[config.mk]
export PLATFORM = sky130hd
export DESIGN_NAME = uart_tx_arbiter
export DESIGN_NICKNAME = d
export VERILOG_FILES = /design/src/rtl/uart_pkg.sv /design/src/rtl/uart_rr_pick.sv /design/src/rtl/uart_tx_arbiter.sv
export SDC_FILE = /design/constraint.sdc
export NUM_CORES = 1
export LEC_CHECK = 0
export CORE_ASPECT_RATIO = 2
export CORE_MARGIN = 8
export CORE_UTILIZATION = 38
export DETAILED_ROUTE_END_ITERATION = 10
export PLACE_DENSITY = 0.67
export SYNTH_ARGS = -nofsm -noshare
export SYNTH_HDL_FRONTEND = slang
export SYNTH_SLANG_ARGS = --single-unit
[constraint.sdc]
create_clock -name clk -period 5.6 [get_ports clk]
set_input_delay 1.12 -clock clk [delete_from_list [all_inputs] [get_ports clk]]
set_output_delay 1.12 -clock clk [all_outputs]
set_load 0.05 [all_outputs]
[src/rtl/uart_pkg.sv]
// uart_pkg: shared types and constants for the UART TX arbitration slice.
package uart_pkg;

  // Arbiter FSM states.
  typedef enum logic [1:0] {
    IDLE      = 2'd0,
    LAUNCH    = 2'd1,
    WAIT_DONE = 2'd2
  } arb_state_e;

  // Parity type encodings carried on req_par_typ / tx_par_typ.
  localparam logic PAR_EVEN = 1'b0;
  localparam logic PAR_ODD  = 1'b1;

  // Default number of clk cycles to wait for the TX side to go busy.
  localparam int LAUNCH_TMO_DEFAULT = 1023;

  // Parity bit the transmitter appends to a byte for a given parity type.
  function automatic logic par_bit(input logic [7:0] data, input logic typ);
    par_bit = (^data) ^ (typ == PAR_ODD);
  endfunction

endpackage

[src/rtl/uart_rr_pick.sv]
// uart_rr_pick: combinational round-robin selector. Returns the first active
// requester at or after rr_ptr (wrapping modulo NUM_REQ) and whether any
// requester is active. Shared with the RX-side response mux.
module uart_rr_pick #(
  parameter int NUM_REQ = 4,
  parameter int GID_W   = 2
) (
  input  logic [NUM_REQ-1:0] req,
  input  logic [GID_W-1:0]   rr_ptr,
  output logic [GID_W-1:0]   winner,
  output logic               any_req
);
  logic [NUM_REQ-1:0] rot_s;
  logic [GID_W-1:0]   off_s;
  logic [GID_W:0]     sum_s;

  // Rotate the request vector so that bit 0 is the requester at rr_ptr.
  assign rot_s = NUM_REQ'({req, req} >> rr_ptr);

  // Find the nearest active requester in the rotated vector (lowest offset wins).
  always_comb begin
    off_s   = '0;
    any_req = 1'b0;
    for (int i = NUM_REQ - 1; i >= 0; i--) begin
      if (rot_s[i]) begin
        off_s   = GID_W'(i);
        any_req = 1'b1;
      end else begin
        off_s   = off_s;
      end
    end
  end

  // Map the rotated offset back to an absolute requester index.
  always_comb begin
    sum_s = {1'b0, rr_ptr} + {1'b0, off_s};
    if (sum_s >= (GID_W + 1)'(NUM_REQ)) begin
      winner = GID_W'(sum_s - (GID_W + 1)'(NUM_REQ));
    end else begin
      winner = GID_W'(sum_s);
    end
  end

endmodule

[src/rtl/uart_tx_arbiter.sv]
// uart_tx_arbiter: shares one UART transmitter among NUM_REQ byte sources
// with round-robin arbitration. Handshakes with TX are level-held because the
// TX datapath runs on a slower bit clock; tx_busy arrives already synchronised.
// Optional feature: define UART_ARB_LOCK_EN to add req_lock, which keeps a
// requester's burst contiguous by re-granting it directly at frame done.
module uart_tx_arbiter
  import uart_pkg::*;
#(
  parameter int NUM_REQ    = 4,
  parameter int GID_W      = 2,
  parameter int LAUNCH_TMO = LAUNCH_TMO_DEFAULT
) (
  input  logic                 clk,
  input  logic                 rst,
  input  logic [NUM_REQ-1:0]   req,
  input  logic [NUM_REQ*8-1:0] req_data,
  input  logic [NUM_REQ-1:0]   req_par_en,
  input  logic [NUM_REQ-1:0]   req_par_typ,
`ifdef UART_ARB_LOCK_EN
  input  logic [NUM_REQ-1:0]   req_lock,
`endif
  output logic [NUM_REQ-1:0]   ack,
  output logic [NUM_REQ-1:0]   done,
  output logic [NUM_REQ-1:0]   tmo_err,
  output logic                 tx_data_valid,
  output logic [7:0]           tx_p_data,
  output logic                 tx_par_en,
  output logic                 tx_par_typ,
  input  logic                 tx_busy,
  output logic [GID_W-1:0]     grant_id,
  output logic                 arb_busy
);
  localparam int CNT_W = $clog2(LAUNCH_TMO + 1);

  arb_state_e         state_r;
  logic [GID_W-1:0]   rr_ptr_r;
  logic [CNT_W-1:0]   cnt_r;
  logic [GID_W-1:0]   grant_id_r;
  logic [7:0]         data_r;
  logic               par_en_r;
  logic               par_typ_r;
  logic               valid_r;
  logic [NUM_REQ-1:0] ack_r;
  logic [NUM_REQ-1:0] done_r;
  logic [NUM_REQ-1:0] tmo_r;
  logic               arb_busy_r;

  logic [GID_W-1:0]   win_s;
  logic               any_s;
  logic [GID_W-1:0]   sel_id_s;
  logic [7:0]         sel_data_s;
  logic               sel_pen_s;
  logic               sel_ptyp_s;
  logic [NUM_REQ-1:0] gid_oh_s;
  logic [GID_W-1:0]   rr_next_s;

  uart_rr_pick #(
    .NUM_REQ (NUM_REQ),
    .GID_W   (GID_W)
  ) u_pick (
    .req     (req),
    .rr_ptr  (rr_ptr_r),
    .winner  (win_s),
    .any_req (any_s)
  );

  // The current owner re-latches its own byte in WAIT_DONE (locked burst);
  // otherwise the round-robin winner is the source.
  assign sel_id_s  = (state_r == WAIT_DONE) ? grant_id_r : win_s;
  assign gid_oh_s  = NUM_REQ'(1'b1) << grant_id_r;
  assign rr_next_s = (grant_id_r == GID_W'(NUM_REQ - 1)) ? '0 : grant_id_r + GID_W'(1'b1);

  // Select the byte and parity config of the requester being latched.
  always_comb begin
    sel_data_s = 8'h00;
    sel_pen_s  = 1'b0;
    sel_ptyp_s = PAR_EVEN;
    for (int k = 0; k < NUM_REQ; k++) begin
      if (GID_W'(k) == sel_id_s) begin
        sel_data_s = req_data[8*k +: 8];
        sel_pen_s  = req_par_en[k];
        sel_ptyp_s = req_par_typ[k];
      end else begin
        sel_data_s = sel_data_s;
      end
    end
  end

`ifdef UART_ARB_LOCK_EN
  logic lock_hit_s;

  // A locked owner that still requests keeps the transmitter for its next byte.
  always_comb begin
    lock_hit_s = 1'b0;
    for (int k = 0; k < NUM_REQ; k++) begin
      if (GID_W'(k) == grant_id_r) begin
        lock_hit_s = req_lock[k] & req[k];
      end else begin
        lock_hit_s = lock_hit_s;
      end
    end
  end
`endif

  // Arbitration FSM with registered handshake and status outputs.
  always_ff @(posedge clk) begin
    if (rst) begin
      state_r    <= IDLE;
      rr_ptr_r   <= '0;
      cnt_r      <= '0;
      grant_id_r <= '0;
      data_r     <= 8'h00;
      par_en_r   <= 1'b0;
      par_typ_r  <= PAR_EVEN;
      valid_r    <= 1'b0;
      ack_r      <= '0;
      done_r     <= '0;
      tmo_r      <= '0;
      arb_busy_r <= 1'b0;
    end else begin
      ack_r  <= '0;
      done_r <= '0;
      tmo_r  <= '0;
      case (state_r)
        IDLE: begin
          // A busy transmitter (e.g. a frame left over from reset) stalls arbitration.
          if (any_s && !tx_busy) begin
            grant_id_r <= win_s;
            data_r     <= sel_data_s;
            par_en_r   <= sel_pen_s;
            par_typ_r  <= sel_ptyp_s;
            valid_r    <= 1'b1;
            cnt_r      <= '0;
            arb_busy_r <= 1'b1;
            state_r    <= LAUNCH;
          end else begin
            state_r    <= IDLE;
          end
        end
        LAUNCH: begin
          if (tx_busy) begin
            ack_r    <= gid_oh_s;
            valid_r  <= 1'b0;
            rr_ptr_r <= rr_next_s;
            state_r  <= WAIT_DONE;
          end else if (cnt_r == CNT_W'(LAUNCH_TMO)) begin
            tmo_r      <= gid_oh_s;
            valid_r    <= 1'b0;
            rr_ptr_r   <= rr_next_s;
            arb_busy_r <= 1'b0;
            state_r    <= IDLE;
          end else begin
            cnt_r <= cnt_r + CNT_W'(1'b1);
          end
        end
        WAIT_DONE: begin
          if (!tx_busy) begin
            done_r <= gid_oh_s;
`ifdef UART_ARB_LOCK_EN
            if (lock_hit_s) begin
              data_r    <= sel_data_s;
              par_en_r  <= sel_pen_s;
              par_typ_r <= sel_ptyp_s;
              valid_r   <= 1'b1;
              cnt_r     <= '0;
              state_r   <= LAUNCH;
            end else begin
              arb_busy_r <= 1'b0;
              state_r    <= IDLE;
            end
`else
            arb_busy_r <= 1'b0;
            state_r    <= IDLE;
`endif
          end else begin
            state_r <= WAIT_DONE;
          end
        end
        default: begin
          valid_r    <= 1'b0;
          arb_busy_r <= 1'b0;
          state_r    <= IDLE;
        end
      endcase
    end
  end

  assign ack           = ack_r;
  assign done          = done_r;
  assign tmo_err       = tmo_r;
  assign tx_data_valid = valid_r;
  assign tx_p_data     = data_r;
  assign tx_par_en     = par_en_r;
  assign tx_par_typ    = par_typ_r;
  assign grant_id      = grant_id_r;
  assign arb_busy      = arb_busy_r;

endmodule

Word level (Yosys, flattened, before mapping)
Index checks and enable logic that the tools add are counted.
{ "totals": {"register_bits": 40, "output_inout_bits": 26} }
{ "classes": {"muxes": 41, "bitwise": 4, "n_shift": 2, "eq_ne": 13, "add_sub_neg": 4, "reduce_logical": 14, "n_lt_le_gt_ge": 1} }
{ "ops": {"columns": ["operator", "count"], "rows": [
  ["8-bit two-way mux", 4],
  ["10-bit two-way mux", 3],
  ["2-bit two-way mux", 12],
  ["10-bit one-hot mux with 2 select lines", 1],
  ["1-bit two-way mux", 18],
  ["10-bit by 1-bit adder with 10-bit output (second input constant)", 1],
  ["10-bit == test (second input constant)", 1],
  ["2-bit != test (second input constant)", 5],
  ["4-bit AND reduction", 2],
  ["8-bit by 2-bit >> shifter with 4-bit output", 1],
  ["1-bit one-hot mux with 3 select lines", 2],
  ["2-bit one-hot mux with 3 select lines", 1],
  ["3-bit OR reduction", 2],
  ["2-bit == test (first input constant)", 2],
  ["2-bit == test (second input constant)", 2],
  ["2-bit zero test", 2],
  ["1-bit inverter", 4],
  ["2-bit AND reduction", 2],
  ["2-bit nonzero test", 2],
  ["4-bit OR reduction", 1],
  ["1-bit by 2-bit left shift with 4-bit output (first input constant)", 1],
  ["2-bit by 2-bit adder with 3-bit output", 1],
  ["3-bit greater-or-equal comparator (second input constant)", 1],
  ["3-bit != test (second input constant)", 1],
  ["other kinds (7)", 7]
]} }

Depth between registers and ports, before layout
{ "logic_depth": {"depth_word": 14, "ltp_mapped": 10, "ltp_nobuf": 9} }

Cells and area by module
From an unflattened synthesis, not the netlist that was laid out.
{ "unflattened": {"cells_unflattened": 234, "hier_area_um2": 2137.0} }
{ "by_module_without_submodules": {"columns": ["module", "cells_each", "area_per_inst_um2", "instances"], "rows": [
  ["uart_tx_arbiter", 211, 1956.9, 1],
  ["uart_rr_pick", 23, 180.2, 1]
]} }

Worst setup path after synthesis
OpenSTA, ideal clock, no wires.
{ "synth_timing": {"kind": "input to register", "startpoint": "input port req[2]", "endpoint": "register data_r[0] (netlist: tx_p_data[0])", "setup_time_ns": 0.117, "n_path_buf": 2, "slack_ns": 2.290, "path_stages": 8, "arrival_time_ns": 3.193, "cell_sequence": "buf_6 -> or4_1 -> o211ai_1 -> ha_1 -> clkbuf_1 -> mux2_2 -> or3_1 -> a32o_1"} }
{ "synth_via": {"elab_chain_len": 14} }
{ "synth_lines": {"columns": ["element", "line", "source"], "rows": [
  ["start: declaration", "uart_tx_arbiter.sv:15", "input logic [NUM_REQ-1:0] req,"],
  ["8-bit by 2-bit >> shifter with 4-bit output *", "uart_rr_pick.sv:18", "assign rot_s = NUM_REQ'({req, req} >> rr_ptr);"],
  ["2-bit two-way mux (3 in series)", "uart_rr_pick.sv:25", "if (rot_s[i]) begin"],
  ["2-bit two-way mux *", "uart_rr_pick.sv:25", null],
  ["2-bit by 2-bit adder with 3-bit output *", "uart_rr_pick.sv:36", "sum_s = {1'b0, rr_ptr} + {1'b0, off_s};"],
  ["via u_pick.sum_s[0]", "uart_rr_pick.sv:15", "logic [GID_W:0] sum_s;"],
  ["3-bit greater-or-equal comparator / 2-bit by 1-bit subtractor with 2-bit output (equally long branches)", "uart_rr_pick.sv:37, uart_rr_pick.sv:38", null],
  ["2-bit two-way mux *", "uart_rr_pick.sv:37", "if (sum_s >= (GID_W + 1)'(NUM_REQ)) begin"],
  ["2-bit two-way mux *", "uart_tx_arbiter.sv:69", "assign sel_id_s = (state_r == WAIT_DONE) ? grant_id_r : win_s;"],
  ["2-bit zero test", "uart_tx_arbiter.sv:79", "if (GID_W'(k) == sel_id_s) begin"],
  ["8-bit two-way mux (3 in series)", "uart_tx_arbiter.sv:79", null],
  ["8-bit two-way mux *", "uart_tx_arbiter.sv:79", null],
  ["end signal: assignment", "uart_tx_arbiter.sv:129", "data_r <= sel_data_s;"],
  ["end: declaration", "uart_tx_arbiter.sv:39", "logic [7:0] data_r;"]
]} }
The timed path passes the listed nets; every way through them passes the cells marked *.
A chain may end at the register's enable or synchronous reset.

Final worst setup path
{ "layout_timing": {"startpoint": "input port req[0]", "endpoint": "register data_r[1] (netlist: tx_p_data[1])"} }
Same word-level chain as after synthesis.

==> flow_metrics.env <==
export IMPL_synth_top_area_cell="dfxtp_1"
export IMPL_crit_fanout=29
export IMPL_h_tree_depth=2
export IMPL_clock_path_buffers=2
export IMPL_fin_crit_sh_pct=71.4
export IMPL_cp_slowest_cell="ha_1"
export IMPL_yosysTopAreaCellShare_pct=32.6
export IMPL_layout_nets=388
export IMPL_cts_tree="built"
export IMPL_first_iter_violations=110
export IMPL_critPathMaxStageDelay_ns=1.00
export IMPL_fin_total_pwr_mw=0.855
export IMPL_ant_nets=0
export IMPL_synth_edf_count=0
export IMPL_cp_arrival_ns=4.18
export IMPL_grt_pass1_vias=2286
export IMPL_boundaryPins=73
export IMPL_crit_type="in2reg"
export IMPL_row_count=41
export IMPL_skew_ns=0.00685
export IMPL_synth_main_ff_cell="dfxtp_1"
export IMPL_path_clk_slew_ns=0.06
export IMPL_fin_area_sq_mm=0.00336
export IMPL_syn_to_final_growth_pct=36.5
export IMPL_die_w_um=72.9
export IMPL_yosys_top_cells_area="dfxtp_1 33%, mux4_2 9.2%, ha_1 5.1%"
export IMPL_synth_cell_types=45
export IMPL_core_area_sq_mm=0.00631
export IMPL_io_buffers=72
export IMPL_slew_headroom_pct=24.5
export IMPL_drv_cap=0
export IMPL_layout_min_cycle_time_ns=4.00
export IMPL_vias=2224
export IMPL_antenna_cells=0
export IMPL_clockRootBuffer="clkbuf_16"
export IMPL_end_kind="flip-flop"
export IMPL_start_util_pct=39.0
export IMPL_overflow=0
export IMPL_drive_above_1_share_pct=9.34
export IMPL_setup_tns_ns=0
export IMPL_gp_congestion=0.757
export IMPL_wl_mm=6.75
export IMPL_crit_buf_inv=1
export IMPL_powerDensity_mw_per_mm2=255
export IMPL_worst_slew_pin_slew_ns=1.13
export IMPL_cp_depth=8
export IMPL_finalHoldViolations=0
export IMPL_syn_area_sq_mm=0.00246
export IMPL_cts_resized=0
export IMPL_final_cell_mix="72 x clkdlybuf4s50_1, 40 x dfxtp_1, 20 x nor2_1"
export IMPL_reg2regPathDepth=7
export IMPL_rsz0062_at_grt="false"
export IMPL_slew_viol_final=0
export IMPL_path_delay_family="adder cells"
export IMPL_clk_latency_ns=0.29
export IMPL_dp_hpwl_mm=5.12
export IMPL_worstPathRequired_ns=5.78
export IMPL_ys_seq_area_share_pct=32.6
export IMPL_grt_max_degree=34
export IMPL_dpl_cell_area_sq_mm=0.00320
export IMPL_p_leak_nw=1.23
export IMPL_cts_inserted_buffers=5
export IMPL_final_common_cell="clkdlybuf4s50_1"
export IMPL_synth_avg_cell_area_sq_um=9.11
export IMPL_syn_nets=327
export IMPL_synthCells=270
export IMPL_setup_viol=0
export IMPL_async_flop_share_pct=0
export IMPL_postCtsHoldBufs=0
export IMPL_grt_pass1_wl_mm=10.9
export IMPL_ys_warn_count=0
export IMPL_grt_total_usage_pct=14.8
export IMPL_fmax_mhz=250
export IMPL_dr_pass1_iters=4
export IMPL_drt_wirelength_per_cell_um=16.2
export IMPL_drc=0
export IMPL_via_per_inst=5.32
export IMPL_status="completed"
export IMPL_dp_cells=410
export IMPL_hold_path_class="reg2reg"
export IMPL_irDropWorstVdd_v=0.000209
export IMPL_antenna_found_initial=0
export IMPL_whs_path_depth=1
export IMPL_cp_cell_sequence="clkdlybuf4s50_1, nor3_1, a311oi_1, o211ai_1, ha_1, mux2_2, or3_1, a32o_1"
export IMPL_die_area_sq_mm=0.00946
export IMPL_fp_dieH_um=130
export IMPL_synth_seq_cells=40
export IMPL_fin_cells=418
export IMPL_startpoint_type="input port"
export IMPL_cts_sink_count=40
export IMPL_postCtsSetupBuffers=0
-- worst paths after layout --
check              start            to  slack [ns]
min           tx_par_typ    tx_par_typ        0.46
max reg2reg  rr_ptr_r[0]  tx_p_data[1]        2.49
min reg2reg   tx_par_typ    tx_par_typ        0.46
max               req[0]  tx_p_data[1]        1.60
-- Yosys cell counts (4+ instances only) --
cell type / number
nor3_1: 5
mux2_2: 10
nand3_1: 5
a211oi_1: 9
a21oi_1: 15
nand2_1: 17
clkbuf_1: 12
nor2b_1: 8
xor2_1: 8
dfxtp_1: 40
mux4_2: 10
inv_1: 14
a32o_1: 8
nor2_1: 20
buf_2: 4
nand2b_1: 9
and2_1: 12
nand4_1: 5
ha_1: 10
or3_1: 10
-- routing by layer --
layer	up-vias	global-route usage [%]	routed length (um)
met5	-	0	0
met4	0	6.29	96
met3	4	5.00	473
met2	66	26.6	3520
met1	1055	14.7	2660
li1	1099	-	-
-- per-stage QoR --
stage	setup WS, ns	utilization, %	hold slack [ns]
5_1_grt	1.47	53.2	0.486
6_report	1.60	53.2	0.464
4_1_cts	1.62	53.2	0.469
2_1_floorplan	2.29	-	0.452
3_3_place_gp	1.37	50.8	0.447
3_5_place_dp	1.31	50.8	0.453
-- sequential cells by signal, summed over array words and instances, names as in the netlist --
register       cells
ack                4
arb_busy           1
cnt_r             10
done               4
grant_id           2
rr_ptr_r           2
state_r            2
tmo_err            4
tx_data_valid      1
tx_p_data          8
tx_par_en          1
tx_par_typ         1
-- worst reg2reg max path: cells and delay by family (launching register included) --
kind / cells / cell delay [ns]
mux: 1 / 0.43
flops: 1 / 0.53
fa+ha+maj: 1 / 1.00
simple gates: 2 / 0.42
compound gates: 3 / 0.64
-- kinds of logic (layout without fill, tap and decap cells) --
family	after synthesis	after routing	share of synthesized area [%]
AO/OA/AOI/OAI	51	51	15.4
flip-flops	40	40	32.6
multiplexers	23	23	15.0
buffers and inverters	34	96	6.16
AND/OR/NAND/NOR	103	103	22.6
XOR/XNOR	9	9	3.21
adder cells (fa/ha/maj)	10	10	5.09
-- area by class of cell --
cell class | instances | area (sq um)
Clock buffer | 6 | 139
Inverter | 14 | 52.6
Clock inverter | 2 | 15.0
Sequential cell | 40 | 801
Tap cell | 86 | 108
Multi-Input combinational cell | 196 | 1510
Timing Repair Buffer | 74 | 736
Fill cell | 591 | 2950
-- report_power, final --
group | internal, mW | switching [mW]
logic | 0.119 | 0.132
registers | 0.299 | 0.0131
clock network | 0.177 | 0.114
Note: power is estimated with default switching activity, not from simulation.
